`config.mk`:
```
export PLATFORM = sky130hd
export DESIGN_NAME = ripple_counter
export DESIGN_NICKNAME = d
export VERILOG_FILES = /design/src/rtl/ripple_counter.sv
export SDC_FILE = /design/constraint.sdc
export NUM_CORES = 1
export LEC_CHECK = 0
export ABC_AREA = 1
export CAP_MARGIN = 20
export CELL_PAD_IN_SITES_DETAIL_PLACEMENT = 0
export CELL_PAD_IN_SITES_GLOBAL_PLACEMENT = 2
export CORE_AREA = 2 2 39 41
export DETAILED_ROUTE_END_ITERATION = 6
export DIE_AREA = 0 0 41 43
export PLACE_DENSITY_LB_ADDON = 0.1
export SLEW_MARGIN = 10
export SYNTH_ARGS = -nofsm -noshare
export SYNTH_HDL_FRONTEND = slang
export SYNTH_SLANG_ARGS = --single-unit
```
`constraint.sdc`:
```
create_clock -name clk -period 1.2 [get_ports clk]
set_clock_uncertainty 0.2 [all_clocks]
set_input_delay 0.36 -clock clk [delete_from_list [all_inputs] [get_ports clk]]
set_output_delay 0.36 -clock clk [all_outputs]
set_load 0.02 [all_outputs]
```
`src/rtl/ripple_counter.sv`:
```
// Free-running up-counter built from a chain of toggle stages on one clock.
// Stage i flips when all lower stages are 1; synchronous active-high reset clears the count.
module ripple_counter #(
    parameter int WIDTH = 4
) (
    input  logic             clk,
    input  logic             rst,
    output logic [WIDTH-1:0] q
);

    logic [WIDTH-1:0] r_stage;
    logic [WIDTH-1:0] w_toggle;

    // Carry chain: stage 0 always toggles, each higher stage toggles when all below are 1.
    always_comb begin
        w_toggle[0] = 1'b1;
        for (int i = 1; i < WIDTH; i++) begin
            w_toggle[i] = w_toggle[i-1] & r_stage[i-1];
        end
    end

    always_ff @(posedge clk) begin
        if (rst) begin
            r_stage <= '0;
        end else begin
            r_stage <= r_stage ^ w_toggle;
        end
    end

    assign q = r_stage;

endmodule

```
# Word-level counts from Yosys, hierarchy flattened
# Cells that the tools add are included.
[totals]
input_bits = 2
regBits = 4
word_cells = 4
[classes]
n_bitwise = 3
[op_table]
columns = ["op", "n"]
rows = [
  ["$xor A4 B4 Y4", 1],
  ["$and A1 B1 Y1", 2],
]

# Depth between registers and ports, before layout
# Gate-level depths: netlist of run 1.
[logic_depth]
depth_word = 3
ltp_mapped = 5
ltp_nobuf = 5

# Least setup slack after synthesis of run 1
# No wires, ideal clock.
[synth_timing]
kind = "register -> register"
startpoint = "register r_stage[0] (netlist: q[0])"
endpoint = "register r_stage[3] (netlist: q[3])"
t_arrival_ns = 0.928
required_ns = 0.886
slack_ns = -0.043
path_stages_with_launch = 5
n_path_buf = 0
period_less_slack_ns = 1.243
cell_sequence = "dfxtp_1 ha_1 ha_1 nor2_1 nor2_2"
[synth_via]
elab_chain_len = 3
[synth_lines]
columns = ["item", "line", "rtl"]
rows = [
  ["start: declaration", "11", "logic [WIDTH-1:0] r_stage;"],
  ["start signal: assignment", "26", "r_stage <= r_stage ^ w_toggle;"],
  ["$and A1 B1 Y1 (2 in series)", "18", "w_toggle[i] = w_toggle[i-1] & r_stage[i-1];"],
  ["$xor A4 B4 Y4", "26", ""],
]
# No other way between the ends.
# A chain may end at the register's enable or synchronous reset.

# Worst setup path after layout of run 1
[layout_timing]
startpoint = "register r_stage[1] (netlist: q[1])"
endpoint = "output port q[1]"
[layout_lines]
columns = ["item", "line", "rtl"]
rows = [
  ["end: declaration", "8", "output logic [WIDTH-1:0] q"],
]
# No word-level cell between the ends.

==> reports/summary.md, run 1 <==
In this design, the stage delay of the slowest critical-path cell is 340 ps. The post-layout minimum cycle time came out at 1260 ps. For this design the static power due to leakage is 0.000134 uW.

From bottom edge to top edge, the die measures 43 um. Along the worst path, the maximum fanout reaches 2. Based on the critical path, the design can be clocked at up to 796 MHz.

The logs give 286 um for the routed wire length and 0 for the number of slew-limit violations in the final report. The remaining antenna violation count was 0; the cell-internal power was 294 uW. Clock tree synthesis found a total of 4 sinks. For the number of nets produced by synthesis, the log shows 20. The master cell of the clock root buffer is sky130_fd_sc_hd__clkbuf_4. The run gives 39.4% as the sequential group share of total power.

For the number of detailed-route iterations in the first pass, the log shows 1. The run gives -55.6 ps as the final worst setup slack. The min-delay analysis places its worst path in the category reg2reg.

The most critical setup path has its startpoint at q[1]. The latest clock arrival within the worst-skew pair was 230 ps; the first-pass GRT wire length was 469 um. In this run the cell area measured after placement is 240 sq um.

The vias after detailed routing was 133; the effective utilization at floorplan was 10.5%. Of the total power, combinational logic draws 17.1%. In the layout the commonest cells are 5 x sky130_fd_sc_hd__buf_6, 4 x sky130_fd_sc_hd__dfxtp_2, 3 x sky130_fd_sc_hd__nor2_1, 3 x sky130_fd_sc_hd__clkbuf_4. At the end of the flow the core is filled with cells to 21.8%. Global routing consumed, over all layers together, 4.60% of the routing resources.

The clock network burns 43.4% of the power. The tools report the arrival time at the worst endpoint as 700 ps. In the post-synthesis netlist, the biggest area contributors are sky130_fd_sc_hd__dfxtp_1 55%, sky130_fd_sc_hd__ha_1 17%, sky130_fd_sc_hd__nor2_1 10%. Setup repair after global routing could not meet its margin everywhere. Summing every instance area after synthesis gives 145 sq um. Row generation in the floorplan step produced 14 rows.

The clock buffer count from CTS was 3. The worst reg2reg path endpoint was q[2]. The repair_antennas step left the layout with diodes totalling 0. The via count of the first global-routing pass is 143, and the mean instance size in the synthesized netlist is 9.07 sq um.

The number of storage elements in the synthesis netlist came out at 4. The run finished, with violations left. STA classifies the critical path endpoint as a primary output.

The die span in x came out at 41 um. The area growth from synthesis to layout is 108%. At the worst endpoint, the required time is 640 ps. The floorplan step defined a die boundary enclosing 1760 sq um.

Synthesis produced 16 cells. Pre-CTS setup slack: -265 ps. The logic depth of the worst setup path including buffers was 1; the slew at the pin closest to its max-slew limit was 150 ps. Cell with the largest stage delay on the worst path: sky130_fd_sc_hd__dfxtp_2. The library cell used most frequently in the layout, excluding fill and tap cells, is sky130_fd_sc_hd__buf_6. STA classifies the critical path startpoint as a flop.

The floorplan step defined a core boundary enclosing 1380 sq um. Start point of the worst hold path: q[0]. After the first detailed-routing iteration, the DRC count stood at 0. The tools report the startpoint of the worst register-to-register path as q[0].

Headroom to the max-slew limit came out at 90.0%. The total of buffers placed on input and output ports was 5; the final setup violation count was 4. The logs give 0.484 mV for the maximum resistive drop on vdd and 0 for the yosys synthesis warning count. For the setup slack on the worst flop-to-flop path, the log shows 10 ps. For the final cell area excluding filler cells, the log shows 302 sq um.

The buffer and inverter count on the worst path came out at 1. The portion of synthesized cell area occupied by the leading cell type works out to 55.2%. The capture point of the critical path was q[1]. The worst setup path category was reg2out.

Fraction of final layout cells with drive strength greater than 1: 70.4%. The number of hold buffers added after CTS was 0. For this run the aggregate overflow at the end of global routing stands at 0. The part of the cycle the worst path needs is 105%, and the number of cells traversed by the worst register-to-register path is 5. After clock tree synthesis, the clock-pin slew on the worst setup and hold paths is 40 ps. The signal on the critical path passes through buf_6.

The buffers inserted during post-CTS setup optimization came out at 0. The number of top-level design ports was 6. Summing internal, switching and leakage power gives 386 uW. The congestion estimate from routability-driven global placement came to 0.605. The final layout contains 33 nets. Library cell occupying the most area in the post-synthesis netlist: sky130_fd_sc_hd__dfxtp_1. For this design the ratio of total power to cell area is 1280 nW/um^2. The initial antenna violation count is 0, and the wire length per cell after detailed routing is 6.65 um.

For the max-capacitance violation count, the log shows 0. For the largest net degree at the start of global routing, the log shows 5. Largest delay contributor family on the critical path: flip-flops. The H-tree level count was 1.

TritonCTS built the clock tree. The number of hold violations in the final report is 0, and the switching power of the nets is 92.1 uW. The register with the most flip-flops in the layout has 4 of them. For the estimated wirelength of the detail-placed design, the log shows 199 um. Summing the sequential cell areas from Yosys gives 55.2% of the chip area. The distinct cell type count after synthesis is 6. The ratio of routed vias to standard cells was 3.09. Adding up every negative setup slack in the final design gives -155 ps. Net switching fraction of the power: 23.9%. The deepest clock path buffer count was 2; the detailed-route DRC error count was 0.

The checks that failed: negative setup slack.
-- power groups by stage --
stage	registers (uW)	logic (uW)	clock network [uW]
global placement	150	54.2	0
global route	153	72.2	190
floorplan	161	12.7	0
detailed placement	150	54.4	0
CTS	152	67.3	179
finish	152	66.1	168
-- worst register-to-register path, stage by stage (launching register included) --
cell,delay (ps)
sky130_fd_sc_hd__dfxtp_2,320
sky130_fd_sc_hd__buf_6,120
sky130_fd_sc_hd__ha_4,150
sky130_fd_sc_hd__ha_4,250
sky130_fd_sc_hd__inv_2,20
sky130_fd_sc_hd__nor2_1,60
-- synth_stat cells --
library cell and n:
sky130_fd_sc_hd__nor2_1 4, sky130_fd_sc_hd__ha_1 2, sky130_fd_sc_hd__dfxtp_1 4, sky130_fd_sc_hd__inv_1 3, sky130_fd_sc_hd__nor2_2 1, sky130_fd_sc_hd__nand2_1 2
-- per-stage QoR --
stage / hold slack [ps] / std cells
after floorplan: 219 / 16
after global placement: 288 / 40
after detailed placement: 286 / 40
after CTS: 317 / 43
after global routing: 337 / 43
final: 310 / 43
-- timing repair --
action,4_1_cts,5_1_grt
gates resized for setup,33,0
setup endpoints to repair,6,6
pin swaps,3,1
-- how the worst min path moves through the flow --
stage / to / slack (ps) / cells past startpoint
finish: q[0] / 310 / 2
global route: q[0] / 340 / 2
CTS: q[0] / 320 / 2
detailed placement: q[0] / 290 / 2
global placement: q[0] / 290 / 2
floorplan: q[0] / 220 / 1
-- logic make-up after synthesis --
kind of cell               after synthesis  share of synthesized area [%]
DFF                                      4                           55.2
and+or+nand+nor                          7                           19.8
adders and majority gates                2                           17.2
buffers and inverters                    3                           7.76
-- layout make-up --
class / count / area [sq um]
Multi-Input combinational cell: 9 / 81.3
Timing Repair Buffer: 8 / 81.3
Fill cell: 159 / 1080
Inverter: 3 / 11.3
Sequential cell: 4 / 85.1
Tap cell: 16 / 20.0
Clock buffer: 3 / 22.5
-- metal layers --
metal  vias up  GRT usage (%)  wire length, um
met1        55           3.82              118
li1         71              -                -
met3         0           6.28               39
met5         -              0                0
met4         0           2.00                0
met2         7           5.94              129
Power figures use the tool's default switching activity.
==> run 2, diff against run 1 <==
Settings changed: CTS_CLUSTER_DIAMETER set to 40, GPL_TIMING_DRIVEN set to 0.
==> run 2 against run 1 <==
Die area did not move. Worst hold slack got worse by 76 ps. Critical path type unchanged. The run still ends with negative setup slack left. Sequential share of layout area increased by 5.4 points. Cell area fell by 16%. Final cell count decreased by 7.0%. Clock power barely moved. Largest cell class unchanged. Combinational power fell by 27%.
==> reports/summary.md, run 2 (synthesis results as in run 1) <==
The leakage power of the design was 0.000118 uW (was 0.000134 uW); the remaining antenna violation count was 0 (unchanged). The tools report the setup TNS as -171 ps (was -155 ps). The highest clock frequency the design can meet was 796 MHz (about the same). For the critical path data required time, the log shows 640 ps (about the same). The die span in x was 41 um (unchanged).

The logs give 4 (unchanged) for the total number of clock tree sinks and 18.3% (was 21.8%) for the core occupancy in the finished layout. The number of detailed-route iterations in the first pass is 1 (unchanged), and the die outline area is 1760 sq um (unchanged). The largest net degree at the start of global routing is 5 (unchanged). The number of diodes was 0 (unchanged). The worst setup path category was reg2out (unchanged). The part of the cycle the worst path needs is 105% (about the same), and the power share of the clock group is 45.5% (was 43.4%). The net switching fraction of the power was 23.1% (was 23.9%); the number of flip-flops in the largest register was 4 (unchanged).

The tools report the switching power of the nets as 84.5 uW (was 92.1 uW). The tools report the vias after detailed routing as 110 (was 133). Largest delay contributor family on the critical path: flip-flops (unchanged). Final cell area excluding filler cells: 253 sq um (was 302 sq um). The area growth from synthesis to final layout works out to 74.1% (was 108%). The flow ran to the end, but the final reports show violations. For the core outline area, the log shows 1380 sq um (unchanged). Commonest non-fill, non-tap cells in the layout: 4 x sky130_fd_sc_hd__buf_6, 4 x sky130_fd_sc_hd__dfxtp_2, 3 x sky130_fd_sc_hd__inv_1, 3 x sky130_fd_sc_hd__nor2_1, 3 x sky130_fd_sc_hd__clkbuf_4 (was 5 x sky130_fd_sc_hd__buf_6, 4 x sky130_fd_sc_hd__dfxtp_2, 3 x sky130_fd_sc_hd__nor2_1, 3 x sky130_fd_sc_hd__clkbuf_4). Number of cell rows: 14 (unchanged). The total of buffers placed on input and output ports was 5 (unchanged); the buffer and inverter count on the worst path was 1 (unchanged). Detailed-route DRC error count: 0 (unchanged). Cell-by-cell trace of the critical path: buf_6 (unchanged). The standard cell area after detailed placement is 218 sq um (was 240 sq um). The total area of sequential cells came out at 85.1 sq um (unchanged). Setup repair after global routing could not meet its margin everywhere. The cell-internal power is 281 uW (was 294 uW), and the power density over the cells is 1450 nW/um^2 (was 1280 nW/um^2). The ratio of routed vias to standard cells is 2.75 (was 3.09), and the final net count is 30 (was 33). The slew at the pin closest to its max-slew limit was 158 ps (was 150 ps); the arrival time at the worst endpoint was 700 ps (about the same).

The run gives 4.72% (was 4.60%) as the total global routing track utilization. For the via count of the first global-routing pass, the log shows 112 (was 143). Failing checks: negative setup slack (unchanged). The relative contribution of combinational cells to total power was 13.2% (was 17.1%). For the final setup violation count, the log shows 5 (was 4).

The logs give 2 (unchanged) for the deepest clock path buffer count and 230 ps (about the same) for the latest clock arrival within the worst-skew pair. The post-layout minimum cycle time was 1260 ps (about the same); the sequential group share of total power was 41.3% (was 39.4%). The worst hold margin came out at 233 ps (was 310 ps).

The tools report the nature of the critical path endpoint as a primary output (unchanged). The worst slew margin relative to its limit is 89.5% (was 90.0%), and the clock-pin transition on the worst setup and hold timing paths is 40 ps (about the same). The tools report the clock buffer count from CTS as 3 (unchanged).

The wire length per cell after detailed routing is 6.73 um (was 6.65 um). Path category of the worst min-delay check: reg2reg (unchanged). The run gives 155 (was 159) as the count of filler cells inserted in the layout.

Number of slew-limit violations in the final report: 0 (unchanged). The master cell of the clock root buffer is sky130_fd_sc_hd__clkbuf_4 (unchanged). The last weighted congestion value of the routability-driven placer is 0.553 (was 0.605), and the multi-input combinational cell area is 58.8 sq um (was 81.3 sq um). The run gives 0.273 mV (was 0.484 mV) as the maximum resistive drop on vdd. The fraction of final layout cells with drive strength greater than 1 was 58.3% (was 70.4%).

The logs give 10.5% (unchanged) for the effective utilization at floorplan and 1 (unchanged) for the H-tree level count. The type of element launching the critical path is a flop (unchanged). The overall overflow remaining after global route is 0 (unchanged), and the estimated wirelength of the detail-placed design is 201 um (was 199 um).

Cell with the largest stage delay on the worst path: sky130_fd_sc_hd__dfxtp_2 (unchanged). The run gives 269 um (was 286 um) as the routed wire length. The peak fanout along the critical path was 3 (was 2). For the final worst setup slack, the log shows -56.4 ps (was -55.6 ps). Critical path's largest stage delay: 340 ps (about the same).

For the violation count after the first detailed-route iteration, the log shows 0 (unchanged). The run gives 469 um (unchanged) as the first-pass GRT wire length. TritonCTS built the clock tree. Number of hold violations in the final report: 0 (unchanged). Chip height: 43 um (unchanged). The max-capacitance violation count was 0 (unchanged).

The initial antenna violation count was 0 (unchanged). The tools report the number of top-level design ports as 6 (unchanged).
## run 2: cell count changes in the layout (fill, tap and decap cells not counted)
cell and delta:
sky130_fd_sc_hd__ha_2 +1, sky130_fd_sc_hd__buf_4 -2, sky130_fd_sc_hd__inv_2 -1, sky130_fd_sc_hd__buf_6 -1
sky130_fd_sc_hd__ha_4 -2, sky130_fd_sc_hd__ha_1 +1, sky130_fd_sc_hd__inv_1 +1
## run 2: power groups by stage
| stage | clock [uW] | sequential, uW | combinational (uW) |
|---|---|---|---|
| floorplan | 0 | 161 | 12.7 |
| global placement | 0 | 151 | 46.7 |
| detailed placement | 0 | 151 | 46.6 |
| CTS | 179 | 152 | 48.5 |
| global route | 188 | 153 | 55.9 |
| finish | 166 | 151 | 48.2 |
## run 2: timing repair
item,CTS,global route
pin swaps,1,1
cloned,0,0
gates resized for setup,26,2
setup endpoints to repair,5,6
buffers inserted,0,0
hold buffers,0,0
## run 2: final cells by class
cell class	instances	share of cell area (%)
clock buffers	3	8.91
well taps	16	7.92
inverters	3	4.46
repair buffers	5	21.8
multi-input cells	9	23.3
flip-flops and latches	4	33.7
## run 2: through the flow
step / cells / setup WS [ps] / power [uW]
floorplan: 16 / 1.69 / 174
global route: 40 / -91.1 / 396
global placement: 37 / -296 / 198
CTS: 40 / -75.6 / 379
finish: 40 / -56.4 / 366
detailed placement: 37 / -298 / 198
## run 2: path summary, 6_finish.rpt
| check | slack, ps | depth (start not counted) | to | from |
|---|---|---|---|---|
| max | -60 | 1 | q[0] | q[0] |
| max reg2reg | 0 | 4 | q[2] | q[0] |
| min reg2reg | 230 | 1 | q[0] | q[0] |
| min | 230 | 1 | q[0] | q[0] |
## run 2: metal layers
metal  vias to the layer above  part of all wire, %  global-route usage [%]
met5                         -                    0                       0
met2                         5                   42                    4.69
met1                        42                   48                    5.48
met4                         0                    0                    6.00
met3                         0                   10                    3.14
li1                         63                    -                       -
==> variant, RTL diff (config.mk and constraints of run 2) <==
Change the parameter `WIDTH` from 4 to 3.
--- a/src/rtl/ripple_counter.sv
+++ b/src/rtl/ripple_counter.sv
@@ -3,3 +3,3 @@
 module ripple_counter #(
-    parameter int WIDTH = 4
+    parameter int WIDTH = 3
 ) (
Ports: changed (resized q); port bits go from 6 to 5. The function was not compared with the original's and may differ.
==> variant against run 2 <==
Core utilization shrank 2.1 points; via count grew 3.6%; register-to-register slack gained 0.07 ns; sequential power shrank 24%; critical endpoint is now q[2]; design area shrank 11%; sequential cell count shrank 1; power shrank 5.6%; final cell count shrank 2.5%; worst setup slack gained 0.036 ns; synthesized area shrank 28%; global-route usage shrank 0.21 points; the flow still finishes with violations (negative setup slack); combinational power grew 23%; count of clock-buffer cells in the layout grew 1; routed wire length shrank 11%.
==> variant: results (changes against run 2) <==
global_route:
  grt_pass1_vias: 124  # +11%
  grt.total_usage_pct: 4.51  # -0.21 points
  grt_pass1_wl_um: 427  # -9.0%
  antenna_found_initial: 0  # unchanged
  grt_max_degree: 4  # -1
setup_path:
  ff2ff_path_depth: 4  # unchanged
  rrSetupSlack_ns: 0.07  # +0.07 ns
  r2r_end: "q[2]$_SDFF_PP0_"
  crit_path_top_delay_cell: "dfxtp_2"
  slowest_delay_ns: 0.31  # -0.03 ns
  worstPathArrival_ns: 0.66  # -0.04 ns
  path_max_fanout: 2  # -1
  worstReg2RegStart: "q[0]$_SDFF_PP0_"
  cp_top_family: "flip-flops"
clock_tree:
  cts-root-buf: "clkbuf_4"
  clkLatencyLatePin_ns: 0.23  # about the same
  path_clk_slew_ns: 0.03
  htreeDepth: 1  # unchanged
  cts_buffers: 3  # unchanged
  cts_buffer_depth: 2  # unchanged
status:
  violations: "negative setup slack"
  status: "complete, but fails checks"
final_layout:
  largest_reg_flops: 3  # -1
  n_antenna_cell: 0  # unchanged
  drive_gt1_share_pct: 60.9  # +2.5 points
  nNetsFinal: 27  # -10%
place:
  pre_cts_slack_ns: -0.312  # -0.0142 ns
  portBuffers: 4  # -1
  routabilityCongestion: 0.506  # -8.6%
power:
  power.leakage_nw: 0.109  # -7.8%
  vdd_drop_max_uv: 720  # +160%
timing:
  finalSetupViolations: 3  # -2
  fin_ws_ns: -0.0207  # +0.0358 ns
  whs_ns: 0.300  # +0.0666 ns
  relSlewSlack_pct: 91.8  # +2.3 points
logic_synthesis:
  ys_seq_area_share_pct: 57.1  # +2.0 points
  synthTopCellsByArea: "dfxtp_1 57%, ha_1 12%, nor2_1 11%, inv_1 7.1%, nand2_1 7.1%"
  async_flop_share_pct: 0  # unchanged
  synth_cell_types: 6  # unchanged
  ys_top_cells_by_count: "3 x dfxtp_1, 3 x nor2_1, 2 x inv_1, 2 x nand2_1"
  ys_warn_count: 0  # unchanged
  syn_nets: 15  # -25%
hold_path:
  worstHoldStart: "q[0]$_SDFF_PP0_"
  hold_depth: 2  # +1
  hold_class: "reg -> reg"
  whs_endpoint: "q[0]$_SDFF_PP0_"
route:
  dr.pass1.iters: 2  # +1
  wl_per_cell_um: 6.13  # -8.9%
  vias: 114  # +3.6%
  first_iter_violations: 1  # +1
[variant: cell count changes after synthesis]
cell,run 2,this run
dfxtp_1,4,3
ha_1,2,1
nor2_1,4,3
inv_1,3,2
[variant: what timing repair did]
item | 4_1_cts | 5_1_grt
endpoints found under the setup margin | 3 | 4
buffers inserted | 3 | 0
hold endpoints to repair | 0 | 0
gates resized for setup | 21 | 1
[variant: metal layers]
layer / vias to the layer above / wire [um] / track usage [%]
li1: 58 / - / -
met1: 51 / 98 / 3.83
met2: 5 / 113 / 4.69
met3: 0 / 27 / 6.28
met4: 0 / 0 / 4.00
met5: - / 0 / 0
[variant: cell families after synthesis]
family                     Yosys count  share of synthesized area [%]
and+or+nand+nor                      6                           23.8
DFF                                  3                           57.1
adders and majority gates            1                           11.9
buffers and inverters                2                           7.15
[variant: layout make-up]
type / instances / area [um^2]
Sequential cell: 3 / 63.8
Multi-Input combinational cell: 7 / 40.0
Clock buffer: 4 / 26.3
Inverter: 2 / 7.51
Timing Repair Buffer: 7 / 66.3
Fill cell: 161 / 1160
Tap cell: 16 / 20.0
[variant: worst max path at each step]
| stage | slack [ns] | endpoint | from |
|---|---|---|---|
| CTS | -0.03 | q[1] | q[1]$_SDFF_PP0_ |
| finish | -0.02 | q[2] | q[2]$_SDFF_PP0_ |
| floorplan | 0.11 | q[2]$_SDFF_PP0_ | q[0]$_SDFF_PP0_ |
| detailed placement | -0.31 | q[0] | q[0]$_SDFF_PP0_ |
| global placement | -0.31 | q[0] | q[0]$_SDFF_PP0_ |
| global route | -0.05 | q[2] | q[2]$_SDFF_PP0_ |
[variant: report_power, final]
part | switching (W) | internal (W)
Clock | 0.0000464 | 0.000124
Combinational | 0.0000259 | 0.0000333
Sequential | 0.00000502 | 0.000110
Total | 0.0000774 | 0.000268
[variant: metrics by stage]
stage,instance area [um^2],TNS [ns],std cells
after floorplan,105,0,12
after global placement,165,-1.16,32
after detailed placement,165,-1.17,32
after CTS,221,-0.0995,39
after global routing,224,-0.161,39
final,224,-0.0608,39
[variant: worst reg2reg max path, cell delays in order (launching register included)]
cell     delay (ns)
dfxtp_2        0.31
buf_4          0.13
ha_1           0.22
nor2_2         0.12
nor2_2         0.04
